==> src/rtl/drop_sequencer_if.sv <==
// Handshake bundle between the drop sequencer and its stimulus/decision side.
// master drives start/sensor/weight/answer; slave (the sequencer) drives timing and result pulses.
interface drop_sequencer_if;
    logic        start;
    logic        sensor_hit;
    logic [7:0]  weight;
    logic        drop_activated;
    logic [15:0] t_act;
    logic [15:0] t_lim;
    logic        drop_en;
    logic        busy;
    logic        drop_ok;
    logic        drop_rej;
    logic        timeout;

    modport master (
        output start, sensor_hit, weight, drop_activated,
        input  t_act, t_lim, drop_en, busy, drop_ok, drop_rej, timeout
    );

    modport slave (
        input  start, sensor_hit, weight, drop_activated,
        output t_act, t_lim, drop_en, busy, drop_ok, drop_rej, timeout
    );
endinterface

==> src/rtl/drop_sequencer.sv <==
// Measures sensor delay after start, then requests a drop for a bounded window; pulses ok/rej/timeout.
// All outputs registered; start is dropped (not queued) while busy, drop_activated is the only backpressure.
module drop_sequencer #(
    parameter logic [15:0] BASE_LIM   = 16'd100,
    parameter logic [7:0]  LIM_STEP   = 8'd2,
    parameter logic [15:0] MAX_WAIT   = 16'd60000,
    parameter int          ACK_WINDOW = 4
) (
    input  logic             clk,
    input  logic             rst_n,
    drop_sequencer_if.slave  bus
);
    localparam int WIN_W = (ACK_WINDOW > 1) ? $clog2(ACK_WINDOW) : 1;
    localparam logic [WIN_W-1:0] WIN_LAST = WIN_W'(ACK_WINDOW - 1);

    typedef enum logic [1:0] {IDLE, MEASURE, REQUEST} state_t;

    state_t            state;
    logic [WIN_W-1:0]  win_cnt;
    logic [16:0]       lim_sum;
    logic [15:0]       lim_sat;

    // Worst case 0xFFFF + 255*255 still fits in 17 bits, so bit 16 alone flags overflow.
    assign lim_sum = {1'b0, BASE_LIM} + (17'(bus.weight) * 17'(LIM_STEP));
    assign lim_sat = lim_sum[16] ? 16'hFFFF : lim_sum[15:0];

    always_ff @(posedge clk or negedge rst_n) begin
        if (!rst_n) begin
            state        <= IDLE;
            win_cnt      <= '0;
            bus.t_act    <= 16'd0;
            bus.t_lim    <= 16'd0;
            bus.drop_en  <= 1'b0;
            bus.busy     <= 1'b0;
            bus.drop_ok  <= 1'b0;
            bus.drop_rej <= 1'b0;
            bus.timeout  <= 1'b0;
        end else begin
            bus.drop_ok  <= 1'b0;
            bus.drop_rej <= 1'b0;
            bus.timeout  <= 1'b0;
            case (state)
                IDLE: begin
                    if (bus.start) begin
                        bus.t_act <= 16'd0;
                        bus.t_lim <= lim_sat;
                        bus.busy  <= 1'b1;
                        state     <= MEASURE;
                    end
                end
                MEASURE: begin
                    // A sensor hit on the final allowed cycle still counts as a valid measurement.
                    if (bus.sensor_hit) begin
                        win_cnt     <= '0;
                        bus.drop_en <= 1'b1;
                        state       <= REQUEST;
                    end else if (bus.t_act == MAX_WAIT) begin
                        bus.timeout <= 1'b1;
                        bus.busy    <= 1'b0;
                        state       <= IDLE;
                    end else begin
                        bus.t_act <= bus.t_act + 16'd1;
                    end
                end
                REQUEST: begin
                    if (bus.drop_activated) begin
                        bus.drop_ok <= 1'b1;
                        bus.drop_en <= 1'b0;
                        bus.busy    <= 1'b0;
                        state       <= IDLE;
                    end else if (win_cnt == WIN_LAST) begin
                        bus.drop_rej <= 1'b1;
                        bus.drop_en  <= 1'b0;
                        bus.busy     <= 1'b0;
                        state        <= IDLE;
                    end else begin
                        win_cnt <= win_cnt + WIN_W'(1);
                    end
                end
                default: begin
                    bus.drop_en <= 1'b0;
                    bus.busy    <= 1'b0;
                    state       <= IDLE;
                end
            endcase
        end
    end
endmodule

==> src/flat_wrapper.sv <==
// flat-port wrapper written by rule: the top's interface ports become plain ports
module drop_sequencer_flat 
#(
    parameter logic [15:0] BASE_LIM   = 16'd100,
    parameter logic [7:0]  LIM_STEP   = 8'd2,
    parameter logic [15:0] MAX_WAIT   = 16'd60000,
    parameter int          ACK_WINDOW = 4
)
  (clk, rst_n, bus_start, bus_sensor_hit, bus_weight, bus_drop_activated, bus_t_act, bus_t_lim, bus_drop_en, bus_busy, bus_drop_ok, bus_drop_rej, bus_timeout);
  drop_sequencer_if bus_i ();
  input  logic clk;
  input  logic rst_n;
  input wire logic [$bits(bus_i.start)-1:0] bus_start;
  input wire logic [$bits(bus_i.sensor_hit)-1:0] bus_sensor_hit;
  input wire logic [$bits(bus_i.weight)-1:0] bus_weight;
  input wire logic [$bits(bus_i.drop_activated)-1:0] bus_drop_activated;
  output wire logic [$bits(bus_i.t_act)-1:0] bus_t_act;
  output wire logic [$bits(bus_i.t_lim)-1:0] bus_t_lim;
  output wire logic [$bits(bus_i.drop_en)-1:0] bus_drop_en;
  output wire logic [$bits(bus_i.busy)-1:0] bus_busy;
  output wire logic [$bits(bus_i.drop_ok)-1:0] bus_drop_ok;
  output wire logic [$bits(bus_i.drop_rej)-1:0] bus_drop_rej;
  output wire logic [$bits(bus_i.timeout)-1:0] bus_timeout;
  assign bus_i.start = bus_start;
  assign bus_i.sensor_hit = bus_sensor_hit;
  assign bus_i.weight = bus_weight;
  assign bus_i.drop_activated = bus_drop_activated;
  assign bus_t_act = bus_i.t_act;
  assign bus_t_lim = bus_i.t_lim;
  assign bus_drop_en = bus_i.drop_en;
  assign bus_busy = bus_i.busy;
  assign bus_drop_ok = bus_i.drop_ok;
  assign bus_drop_rej = bus_i.drop_rej;
  assign bus_timeout = bus_i.timeout;
  drop_sequencer #(.BASE_LIM(BASE_LIM), .LIM_STEP(LIM_STEP), .MAX_WAIT(MAX_WAIT), .ACK_WINDOW(ACK_WINDOW)) u_core (.clk(clk), .rst_n(rst_n), .bus(bus_i));
endmodule
==> config.mk <==
export PLATFORM = sky130hd
export DESIGN_NAME = drop_sequencer_flat
export DESIGN_NICKNAME = d
export VERILOG_FILES = /design/src/rtl/drop_sequencer_if.sv /design/src/rtl/drop_sequencer.sv /design/src/flat_wrapper.sv
export SDC_FILE = /design/constraint.sdc
export NUM_CORES = 1
export LEC_CHECK = 0
export CAP_MARGIN = 30
export CORE_MARGIN = 2
export CORE_UTILIZATION = 48
export DETAILED_ROUTE_END_ITERATION = 6
export GPL_TIMING_DRIVEN = 0
export PLACE_DENSITY_LB_ADDON = 0.1
export SLEW_MARGIN = 20
export SYNTH_ARGS = -nofsm -noshare
export SYNTH_HDL_FRONTEND = slang
export SYNTH_SLANG_ARGS = --single-unit
==> constraint.sdc <==
create_clock -name clk -period 2.27 [get_ports clk]
set_input_delay 0.3405 -clock clk [delete_from_list [all_inputs] [get_ports clk]]
set_output_delay 0.3405 -clock clk [all_outputs]
set_load 0.1 [all_outputs]
Word level (Yosys, flattened, before mapping)

Index checks and enable logic that the tools add are counted.

Reduce and logical (&&, ||, !) cells: 9
Equality and inequality tests: 13
$add $sub $neg: 3
Muxes and demuxes: 31
Bitwise gates (word level): 1

Operators by type and width:

| operator                                                                 | number |
|---|---|
| 16-bit 2-to-1 mux                                                        | 4 |
| 16-bit case mux with 2 select lines                                      | 1 |
| 16-bit by 1-bit adder with 16-bit output (second input constant)         | 1 |
| 16-bit equality test (second input constant)                             | 1 |
| 2-bit 2-to-1 mux                                                         | 8 |
| 1-bit 2-to-1 mux                                                         | 14 |
| 2-bit inequality test (second input constant)                            | 6 |
| 4-bit AND reduction                                                      | 3 |
| 7-bit by 9-bit adder with 10-bit output (first input constant)           | 1 |
| 3-bit by 2-bit inequality test with 1-bit output (second input constant) | 2 |
| 1-bit case mux with 3 select lines                                       | 2 |
| 2-bit case mux with 3 select lines                                       | 1 |
| 3-bit AND reduction                                                      | 2 |
| 2-bit equality test (second input constant)                              | 2 |
| 2-bit case mux with 2 select lines                                       | 1 |
| 2-bit nonzero test                                                       | 2 |
| 2-bit by 1-bit adder with 2-bit output (second input constant)           | 1 |
| 2-bit by 1-bit equality test with 1-bit output (second input constant)   | 1 |
| 2-bit logical NOT                                                        | 1 |
| 2-bit by 1-bit inequality test with 1-bit output (second input constant) | 1 |
| 2-bit AND reduction                                                      | 1 |
| 1-bit inverter                                                           | 1 |

Word-level logic and storage cells: 66
Flip-flop bits (word level): 41
Output and inout port bits: 37
Bits of input ports: 13

Longest topological paths before layout

Word-level depth: 4
Mapped depth: 7
Depth with buffers taken out: 7

Least setup slack after synthesis

Ideal clock, no wire load.

Kind: register to register
Start: register u_core.bus.t_act[0]
End: register u_core.bus.t_act[15]
Setup slack: -0.133 ns
Library setup time: 0.126 ns
Required time: 2.144 ns
Arrival: 2.277 ns
Path buffers: 0
Cell stages (with the launch flop): 7
Clock period less this slack: 2.403 ns
Cell sequence: dfrtp_1 inv_1 ha_1 and4bb_1 and4_4 a21o_4 a221o_1

Word-level cells in the longest chain between the ends: 4
Elaborated cells on any way between the ends: 7
Those cells by class: add/sub (1); eq/ne (2); mux (3); reduce/logical (1)

RTL lines:

| item                                     | line                    | RTL |
|---|---|---|
| from (decl)                              | drop_sequencer_if.sv:23 | `output t_act, t_lim, drop_en, busy, drop_ok, drop_rej, timeout` |
| from (signal assigned)                   | drop_sequencer.sv:62    | `bus.t_act <= bus.t_act + 16'd1;` |
| 16-bit by 1-bit adder with 16-bit output | drop_sequencer.sv:62    |  |
| 16-bit 2-to-1 mux                        | drop_sequencer.sv:57    | `end else if (bus.t_act == MAX_WAIT) begin` |
| 16-bit 2-to-1 mux                        | drop_sequencer.sv:53    | `if (bus.sensor_hit) begin` |
| 16-bit case mux with 2 select lines      | drop_sequencer.sv:42    | `case (state)` |

Several ways; a longest one is shown, not always the timed one. The select of a mux whose other input is x is not followed.
A chain may end at the register's enable or synchronous reset.

Worst setup path after layout

Start: register u_core.bus.t_act[14]
End: output port bus_t_act[14]

RTL lines:

| item      | line               | RTL |
|---|---|---|
| to (decl) | flat_wrapper.sv:17 | `output wire logic [$bits(bus_i.t_act)-1:0] bus_t_act;` |

No word-level cell between the ends.

==> flow_summary_export.csv <==
group,metric,value,unit
worst_setup_path,required,1.93,ns
grt,antenna_found_initial,0,
cts,post_cts_buffers,0,
logic_synthesis,synth_edf_count,0,
place,hpwl,3054,µm
logic_synthesis,synth_xor_area_frac,0.01868,
logic_synthesis,synthSimpleGateAreaFrac,0.2362,
logic_synthesis,yosysWarnings,0,
sta,worst_slack,0.03612,ns
sta,tightest_slew,0.9843,ns
die,placementRows,22,
cts,clk_pin_slew,0.08,ns
cts,cts-htree-levels,2,
detailed_routing,drt_pass1_iterations,4,
sta,slew_headroom,0.3428,
logic_synthesis,synth_largest_area_cell,"dfrtp_1",
die,io_pins,50,
place,io_buffers,41,
die,coreArea,3716,µm²
detailed_routing,ant_nets,0,
sta,tns,0,ns
logic_synthesis,synthCells,199,
grt,grtUsageTotal,0.2163,
sta,rsz0062_at_grt,"false",
sta,finalWorstPathRequiredPeriod,2.234,ns
run_status,status,"finished, final reports clean",
place,place_congestion,0.8123,
logic_synthesis,synthesis.area,1876,µm²
layout,drive_gt1_frac,0.1367,
cts,clk_path_buf_depth,2,
layout,num_antenna_cells,0,
grt,grt_pass1_vias,1573,
logic_synthesis,synth_most_common_cell,"dfrtp_1",
cts,cts_buffers,5,
layout,utilization,0.6845,
worst_setup_path,cp_max_fo,6,
worst_setup_path,cp_slowest_cell,"clkdlybuf4s50_1",
worst_setup_path,endpoint_kind,"output port",
layout,syn_to_final_growth,35.62,%
worst_setup_path,slowest_delay,1.16,ns
worst_setup_path,crit_family,"buffers and inverters",
power_and_ir_drop,p_clk_frac,0.190,
layout,fin_nets,272,
worst_setup_path,critPathBufInv,1,
power_and_ir_drop,p_switching,1905,µW
die,start_util,0.5047,
logic_synthesis,ys_seq_elements,34,
power_and_ir_drop,p_seq_frac,0.259,
worst_hold_path,min_path_cells,2,
detailed_routing,post_drt_via_cell_ratio,5.566,
logic_synthesis,ys_seq_area_frac,0.4536,
power_and_ir_drop,finalPower,3584,µW
run,maxCapViolations,0,
power_and_ir_drop,netSwitchingFraction,0.5316,
sta,fin_worst_skew,0.009762,ns
detailed_routing,wl,4338,µm
detailed_routing,drc,0,
logic_synthesis,synthDistinctLibCells,50,
sta,hold_viol_final,0,
logic_synthesis,avgSynthCellArea,9.425,µm²
worst_setup_path,path_depth,1,
logic_synthesis,synth-compound-area-share,0.1955,
logic_synthesis,synth_top_family_by_area,"simple AND/OR/NAND/NOR gates",
worst_setup_path,reg2reg_slack,0.50,ns
cts,cts_tree,"built",
die,dieArea,4424,µm²
worst_setup_path,critPathKind,"reg -> out",
sta,final.period_utilization,0.9841,
power_and_ir_drop,comb_power_share,0.551,
sta,fmax,447.7,MHz
detailed_routing,drt_iter0_drc,110,
worst_hold_path,hold_end,"u_core.bus.t_lim[4]$_DFFE_PN0P_",
worst_setup_path,start_kind,"flop",
sta,setup_viol_count_final,0,
worst_setup_path,rr_worst_depth,6,
grt,overflow,0,
grt,grt_max_degree,19,
logic_synthesis,synth_area_leaders,"dfrtp_1, o21ai_0, nand2_1, a31oi_1, buf_4",
power_and_ir_drop,internal_power,1679,µW
cts,clock_latency,0.30,ns
logic_synthesis,yosys_most_used_dff,"dfrtp_1",
worst_setup_path,rr_endpoint,"u_core.bus.t_act[15]$_DFFE_PN0P_",
worst_hold_path,hold_path_class,"reg -> reg",
power_and_ir_drop,leakagePower,0.001182,µW
worst_hold_path,holdCritStartpoint,"u_core.bus.t_lim[4]$_DFFE_PN0P_",
grt,grt_pass1_wl,7258,µm
cts,cts_root_buffer,"clkbuf_8",
logic_synthesis,netlist_top_cells_count,"dfrtp_1, nand2_1, o21ai_0",
worst_setup_path,regToRegStartpoint,"u_core.bus.t_act[0]$_DFFE_PN0P_",
die,die_h,66.51,µm
logic_synthesis,synth_fa_ha_area_frac,0.02668,
place,pre_cts_ws,0.2639,ns
detailed_routing,routedWlPerCell,14.27,µm
sta,hold_ws,0.4821,ns
power_and_ir_drop,vdd_ir_drop_max,1.048,mV
logic_synthesis,synth_top_area_frac,0.4536,
detailed_routing,vias,1692,
worst_setup_path,cp_cell_sequence,"clkdlybuf4s50_1",
logic_synthesis,synth_async_sr_flop_share,1.000,
worst_setup_path,crit_arrival,1.89,ns
logic_synthesis,synth_mux_area_frac,0,
cts,cts_sinks,34,
die,dieWidth,66.51,µm
power_and_ir_drop,powerDensity,1409,nW/µm²
sta,slew_viol_final,0,
[worst min-delay path: cells and delay by family, from the launching register on]
| kind | cells | cell delay (ns) |
|---|---|---|
| AO/OA/AOI/OAI | 1 | 0.06 |
| flip-flops | 1 | 0.35 |
| AND/OR/NAND/NOR | 1 | 0.05 |
[sequential cells by signal (all words and copies together) (netlist names)]
signal               flops
u_core.state             2
u_core.bus.t_act        16
u_core.bus.busy          1
u_core.bus.drop_ok       1
u_core.bus.drop_rej      1
u_core.bus.t_lim         9
u_core.bus.drop_en       1
u_core.bus.timeout       1
u_core.win_cnt           2
[how the worst max path moves through the flow]
stage	start	endpoint	slack [ns]
2_1_floorplan	u_core.bus.t_act[2]$_DFFE_PN0P_	u_core.bus.t_act[15]$_DFFE_PN0P_	0.06
3_3_place_gp	rst_n	u_core.bus.t_act[0]$_DFFE_PN0P_	-0.002
3_5_place_dp	u_core.bus.t_act[2]$_DFFE_PN0P_	bus_t_act[2]	0.26
4_1_cts	u_core.bus.t_act[11]$_DFFE_PN0P_	bus_t_act[11]	0.009
5_1_grt	u_core.bus.t_act[13]$_DFFE_PN0P_	bus_t_act[13]	0.007
6_report	u_core.bus.t_act[14]$_DFFE_PN0P_	bus_t_act[14]	0.04
[power groups by stage]
| stage | clock [µW] | sequential (µW) | combinational (µW) |
|---|---|---|---|
| 2_1_floorplan | 0 | 1900 | 544 |
| 3_3_place_gp | 0 | 934 | 1970 |
| 3_5_place_dp | 0 | 941 | 1990 |
| 4_1_cts | 682 | 931 | 1980 |
| 5_1_grt | 708 | 955 | 2090 |
| 6_report | 679 | 930 | 1970 |
[cell usage in the layout, fill, tap and decap left out, types with 2 or more instances in the layout]
cell,netlist,layout
clkdlybuf4s50_1,0,33
dfrtp_1,34,32
nand2_1,24,24
o21ai_0,18,18
a31oi_1,14,14
nor2_1,9,9
clkbuf_1,7,7
nand4_1,7,7
a21oi_1,7,7
buf_4,7,7
conb_1,1,7
inv_1,6,6
nor3_1,5,5
nand3_1,5,5
clkbuf_8,0,5
and3_1,4,4
ha_1,4,4
dlygate4sd2_1,0,4
nand2b_1,3,3
a21o_1,3,3
o21a_1,3,3
dlymetal6s2s_1,0,3
buf_2,1,2
and4_1,2,2
o41a_1,2,2
a221o_1,2,2
nor3b_1,2,2
xor2_1,2,2
xnor2_1,2,2
bufinv_16,0,2
dfrtp_2,0,2
[through the flow]
stage | cells | cell area [µm²]
after floorplan | 205 | 1901
after global placement | 294 | 2371
after detailed placement | 295 | 2394
after CTS | 304 | 2536
after global routing | 304 | 2544
final | 304 | 2544
[area by class of cell]
cell class	count	area [µm²]
Clock inverter	3	68.82
Inverter	7	26.28
Clock buffer	5	68.82
Timing Repair Buffer	43	445.4
Sequential cell	34	853.3
Fill cell	322	1172
Buffer	17	100.1
Tap cell	48	60.06
Multi-Input combinational cell	147	920.9
[metal layers]
metal | share of wire | track usage | vias up
li1 | - | - | 827
met1 | 0.45 | 0.2907 | 799
met2 | 0.46 | 0.3363 | 58
met3 | 0.068 | 0.04561 | 8
met4 | 0.021 | 0.09439 | 0
met5 | 0 | 0 | -
[kinds of logic after synthesis]
| family | Yosys count |
|---|---|
| simple gates | 76 |
| compound gates | 56 |
| flops | 34 |
| buf+inv | 24 |
| xor+xnor | 4 |
| fa+ha+maj | 4 |
| other cells | 1 |
[repair_timing]
item                                    4_1_cts  5_1_grt
hold buffers                                  1        0
gates resized for setup                       4        3
pin swaps                                     0        0
hold endpoints to repair                     17        0
endpoints found under the setup margin        4        3
Power figures use the tool's default switching activity.
